### config.mk
export PLATFORM = sky130hd
export DESIGN_NAME = pipe_hazard_ctrl
export DESIGN_NICKNAME = d
export VERILOG_FILES = /design/src/rtl/struct.sv /design/src/rtl/pipe_hazard_ctrl_hz_detect.sv /design/src/rtl/pipe_hazard_ctrl.sv
export SDC_FILE = /design/constraint.sdc
export NUM_CORES = 1
export LEC_CHECK = 0
export CAP_MARGIN = 20
export CORE_UTILIZATION = 53
export DETAILED_ROUTE_END_ITERATION = 16
export PLACE_DENSITY = 0.95
export SETUP_SLACK_MARGIN = 0.1
export SLEW_MARGIN = 20
export SYNTH_ARGS = -nofsm -noshare
export SYNTH_HDL_FRONTEND = slang
export SYNTH_HIERARCHICAL = 1
export SYNTH_SLANG_ARGS = --single-unit
export TNS_END_PERCENT = 100
### constraint.sdc
create_clock -name clk -period 5.4 [get_ports clk]
set_clock_uncertainty 0.05 [all_clocks]
set_input_delay 1.08 -clock clk [delete_from_list [all_inputs] [get_ports clk]]
set_output_delay 1.08 -clock clk [all_outputs]
set_load 0.01 [all_outputs]
### src/rtl/struct.sv
// Shared types and constants for the pipeline hazard controller.
package pipe_hazard_ctrl_pkg;

  localparam int ADDR_LINE_REG = 5;
  localparam int D_SIZE        = 32;

  typedef enum logic [1:0] {
    FWD_REG   = 2'b00,
    FWD_EXMEM = 2'b01,
    FWD_MEMWB = 2'b10
  } fwd_sel_t;

  typedef enum logic [1:0] {
    RUN   = 2'b00,
    FLUSH = 2'b01,
    DRAIN = 2'b10,
    HALT  = 2'b11
  } hz_state_t;

  function automatic int max_int(input int a, input int b);
    return (a > b) ? a : b;
  endfunction

endpackage

### src/rtl/pipe_hazard_ctrl_hz_detect.sv
// Combinational hazard detect: RAW and load-use flags plus per-operand forward selects.
module hz_detect
  import pipe_hazard_ctrl_pkg::*;
(
  input  logic                     valid,
  input  logic [ADDR_LINE_REG-1:0] id_rs,
  input  logic [ADDR_LINE_REG-1:0] id_rt,
  input  logic                     id_uses_rt,
  input  logic [ADDR_LINE_REG-1:0] ex_dest,
  input  logic                     ex_reg_write,
  input  logic                     ex_mem_read,
  input  logic [ADDR_LINE_REG-1:0] mem_dest,
  input  logic                     mem_reg_write,
  output logic                     raw_hz,
  output logic                     lu_hz,
  output logic [1:0]               fwd_a,
  output logic [1:0]               fwd_b
);

  localparam int NUM_SRC = 2;

  logic [NUM_SRC-1:0][ADDR_LINE_REG-1:0] src;
  logic [NUM_SRC-1:0]                    src_en;
  logic [NUM_SRC-1:0]                    ex_m;
  logic [NUM_SRC-1:0]                    mem_m;
  fwd_sel_t                              fwd_sel [NUM_SRC];

  assign src    = {id_rt, id_rs};
  assign src_en = {id_uses_rt, 1'b1};

  // r0 is hardwired zero, so it never forms a dependency
  for (genvar i = 0; i < NUM_SRC; i++) begin : g_src
    assign ex_m[i]    = src_en[i] && ex_reg_write && (ex_dest != '0) && (src[i] == ex_dest);
    assign mem_m[i]   = src_en[i] && mem_reg_write && (mem_dest != '0) && (src[i] == mem_dest);
    assign fwd_sel[i] = ex_m[i] ? FWD_EXMEM : (mem_m[i] ? FWD_MEMWB : FWD_REG);
  end

  assign raw_hz = valid && |(ex_m | mem_m);
  assign lu_hz  = valid && ex_mem_read && |ex_m;
  assign fwd_a  = fwd_sel[0];
  assign fwd_b  = fwd_sel[1];

endmodule

### src/rtl/pipe_hazard_ctrl.sv
// Pipeline hazard controller: stall/flush FSM with drain-to-halt and saturating stall counters.
// Define PIPE_FORWARDING_EN to stall only on load-use and drive the forward selects.
module pipe_hazard_ctrl
  import pipe_hazard_ctrl_pkg::*;
#(
  parameter int CNT_W        = 32,
  parameter int FLUSH_CYCLES = 2,
  parameter int DRAIN_CYCLES = 4
) (
  input  logic                     clk,
  input  logic                     reset,
  input  logic                     valid,
  input  logic                     opr_finished,
  input  logic [ADDR_LINE_REG-1:0] id_rs,
  input  logic [ADDR_LINE_REG-1:0] id_rt,
  input  logic                     id_uses_rt,
  input  logic [ADDR_LINE_REG-1:0] ex_dest,
  input  logic                     ex_reg_write,
  input  logic                     ex_mem_read,
  input  logic [ADDR_LINE_REG-1:0] mem_dest,
  input  logic                     mem_reg_write,
  input  logic                     branch_taken,
  output logic                     stall,
  output logic                     flush,
  output logic [1:0]               fwd_a,
  output logic [1:0]               fwd_b,
  output logic                     halted,
  output logic [CNT_W-1:0]         stall_wo_forewarding,
  output logic [CNT_W-1:0]         stall_w_forewarding
);

`ifdef PIPE_FORWARDING_EN
  localparam bit FWD_EN = 1'b1;
`else
  localparam bit FWD_EN = 1'b0;
`endif

  localparam int PH_W = $clog2(max_int(FLUSH_CYCLES, DRAIN_CYCLES) + 1);

  hz_state_t       state, state_nxt;
  logic [PH_W-1:0] phase, phase_nxt;
  logic            raw_hz, lu_hz, sel_hz, br_take;
  logic [1:0]      det_fwd_a, det_fwd_b;

  hz_detect u_hz_detect (
    .valid         (valid),
    .id_rs         (id_rs),
    .id_rt         (id_rt),
    .id_uses_rt    (id_uses_rt),
    .ex_dest       (ex_dest),
    .ex_reg_write  (ex_reg_write),
    .ex_mem_read   (ex_mem_read),
    .mem_dest      (mem_dest),
    .mem_reg_write (mem_reg_write),
    .raw_hz        (raw_hz),
    .lu_hz         (lu_hz),
    .fwd_a         (det_fwd_a),
    .fwd_b         (det_fwd_b)
  );

  assign sel_hz  = FWD_EN ? lu_hz : raw_hz;
  // end-of-program outranks a taken branch in the same cycle
  assign br_take = (state == RUN) && branch_taken && !opr_finished;

  always_ff @(posedge clk or negedge reset) begin
    if (!reset) begin
      state <= RUN;
      phase <= '0;
    end else begin
      state <= state_nxt;
      phase <= phase_nxt;
    end
  end

  always_comb begin
    state_nxt = state;
    phase_nxt = phase;
    case (state)
      RUN: begin
        if (opr_finished) begin
          state_nxt = DRAIN;
          phase_nxt = '0;
        end else if (branch_taken && FLUSH_CYCLES > 1) begin
          // the branch cycle itself is the first flush cycle
          state_nxt = FLUSH;
          phase_nxt = PH_W'(1);
        end
      end
      FLUSH: begin
        if (opr_finished) begin
          state_nxt = DRAIN;
          phase_nxt = '0;
        end else if (phase >= PH_W'(FLUSH_CYCLES - 1)) begin
          state_nxt = RUN;
          phase_nxt = '0;
        end else begin
          phase_nxt = phase + PH_W'(1);
        end
      end
      DRAIN: begin
        if (phase >= PH_W'(DRAIN_CYCLES - 1)) begin
          state_nxt = HALT;
          phase_nxt = '0;
        end else begin
          phase_nxt = phase + PH_W'(1);
        end
      end
      default: begin
        state_nxt = HALT;
        phase_nxt = '0;
      end
    endcase
  end

  always_comb begin
    stall  = 1'b0;
    flush  = 1'b0;
    halted = 1'b0;
    fwd_a  = FWD_REG;
    fwd_b  = FWD_REG;
    case (state)
      RUN: begin
        flush = br_take;
        stall = !br_take && sel_hz;
        fwd_a = FWD_EN ? det_fwd_a : FWD_REG;
        fwd_b = FWD_EN ? det_fwd_b : FWD_REG;
      end
      FLUSH: flush = 1'b1;
      DRAIN: stall = 1'b1;
      default: begin
        stall  = 1'b1;
        halted = 1'b1;
      end
    endcase
  end

  // counters track both hazard kinds regardless of build, saturating at all-ones
  always_ff @(posedge clk or negedge reset) begin
    if (!reset) begin
      stall_wo_forewarding <= '0;
      stall_w_forewarding  <= '0;
    end else if (state == RUN && !br_take) begin
      if (raw_hz && stall_wo_forewarding != '1)
        stall_wo_forewarding <= stall_wo_forewarding + CNT_W'(1);
      if (lu_hz && stall_w_forewarding != '1)
        stall_w_forewarding <= stall_w_forewarding + CNT_W'(1);
    end
  end

endmodule

==> results by group <==
Floorplan
  • Chip height: 86.6 um
  • Rows: 30
  • Initial Utilization: 55.3%
  • Die ar.: 7510 um^2
  • Core area: 6870 um^2
  • Die X: between 80 and 90 um
  • Io pins: 100

Critical path
  • Worst reg2reg path depth: 5
  • Worst Path Max Fanout: 5
  • Worst Setup Start Kind: input pin
  • Critical path endpoint category: output port
  • Worst setup path class: input pin to output port
  • Required @ worst endpoint: 4270 ps
  • Critical Path AT: 3540 ps

Power
  • Internal Pwr Total: 0.829 mW
  • Reg power frac: about 50%
  • Comb pwr share: around a tenth
  • Max IR drop VDD: between 150 and 200 uV
  • Sw frac: between 20% and 30%
  • Power Density: roughly 210 nW/um^2
  • Switching pwr: 0.251 mW
  • LEAKAGE: 2.17 nW
  • Clock share of power: 40.1%

Layout
  • Layout cells sized above 1: 7.05%
  • Ant diodes: 0
  • Layout area overhead: 32.8%
  • Most frequent cells in the layout: clkdlybuf4s50_1 (94), dfrtp_1 (69), xnor2_1 (41)
  • Fill count: 494
  • Post-layout util: 73.4%
  • Fin cells: 578
  • Most common cell after layout, fill and taps aside: clkdlybuf4s50_1
  • Register area: between 1500 and 2000 um^2
  • Area occupied by multi-input gates: 1990 um^2
  • Nets: 511

STA
  • Final Hold Fails: 0
  • Worst setup margin: 726 ps
  • Max-slew violation count: 0
  • RSZ-0062 raised after global routing: no
  • Fin crit share: 86.6%
  • Period minus WS final: 4670 ps
  • TNS Setup: 0 ps
  • Final setup fails: 0
  • Fmax: 214 MHz
  • Hold_ws: about 460 ps
  • Slew @ Worst Pin: 841 ps
  • Rel. slew slack: 43.9%

GRT
  • Total grt overflow: 0
  • Number of global-route vias before repair: 3,236
  • GRT Total Usage: 26.4%
  • Pin count of the biggest net entering global routing: 70
  • Initial antenna violation count: 0
  • First-pass GRT wire length: 15,300 um

Worst hold path
  • Hold path cells: 1
  • Min-delay worst type: flop to flop

Flow run
  • Max cap viols: 0

Detailed routing
  • Final ANT Viol Nets: 0
  • Routed via count: 3,294
  • Residual DRC: 0
  • Drt initial violations: 173
  • WL/cell: 16.3 um
  • TritonRoute pass-1 iters: 5
  • DR vias/cell: 5.70
  • DRT Wirelength: 9410 um

Clocking
  • Clock Sinks: 69
  • Cts hold-fix bufs: 0
  • Root Driver: clkbuf_8
  • Number of setup buffers added after CTS: 0
  • Total CTS buffers: 9
  • CTS resizes: 0
  • CTS Buffer Depth: 2
  • TritonCTS clock tree: built
  • Clk_lat worst skew: 340 ps
  • Clock transition at path regs: 70 ps
  • H-Tree Depth: 3

Yosys
  • Cell Area, Synth: approximately 3800 um^2
  • Syn Area/Cell: approximately 10 um^2
  • Ys Warns: 6
  • Mapped Cells: 376

Placed design
  • Routability Congestion: 0.968
  • Hpwl dp: 7110 um
  • I/O Buffers: 95
  • Cell Count Post-Placement: 562
  • Dpl ws: about 740 ps

Status
  • Status: completed
[state kept, by name (all words and copies together) (netlist names)]
name and count:
phase 3, state 2, stall_w_forewarding 32, stall_wo_forewarding 32
[layer usage]
layer	wire length [um]	global-route usage, %	part of all wire (%)
met1	3700	30.3	39
met2	4860	47.3	52
met3	540	5.90	5.7
met4	304	11.5	3.2
met5	0	0	0
[metrics by stage]
step	power, mW	cell area (um^2)
2_1_floorplan	0.602	3810
3_3_place_gp	0.649	4830
3_5_place_dp	0.657	4830
4_1_cts	1.09	5040
5_1_grt	1.12	5040
6_report	1.08	5040
[worst paths after layout]
| check | start | slack (ps) | endpoint |
|---|---|---|---|
| worst max register to register | stall_w_forewarding[16] | 2990 | stall_w_forewarding[1] |
| min in group asynchronous | reset | 860 | stall_wo_forewarding[8] |
| worst min-delay path | stall_w_forewarding[27] | 460 | stall_w_forewarding[27] |
| max in group asynchronous | reset | 3870 | stall_wo_forewarding[2] |
| worst max-delay path | id_rs[0] | 730 | stall |
| worst min register to register | stall_w_forewarding[27] | 460 | stall_w_forewarding[27] |
[worst max-delay path: stages]
cell and delay (ps):
clkdlybuf4s50_1 460, xnor2_1 250, nand4_1 140, or4_4 430, a41oi_2 210, nand3_1 260, nand2b_1 160, clkdlybuf4s50_1 550
[power groups by stage]
stage	combinational (mW)	clock (mW)	sequential, mW
2_1_floorplan	0.0598	0	0.543
3_3_place_gp	0.0988	0	0.550
3_5_place_dp	0.106	0	0.551
4_1_cts	0.106	0.439	0.541
5_1_grt	0.116	0.462	0.543
6_report	0.105	0.433	0.542
[layout make-up]
| type | count | area share [%] |
|---|---|---|
| Multi-Input combinational cell | 291 | 39.5 |
| Sequential cell | 69 | 34.2 |
| Timing Repair Buffer | 96 | 18.9 |
| Clock buffer | 13 | 3.35 |
| Tap cell | 96 | 2.38 |
| Clock inverter | 3 | 0.843 |
| Inverter | 10 | 0.744 |
Power figures use the tool's default switching activity.
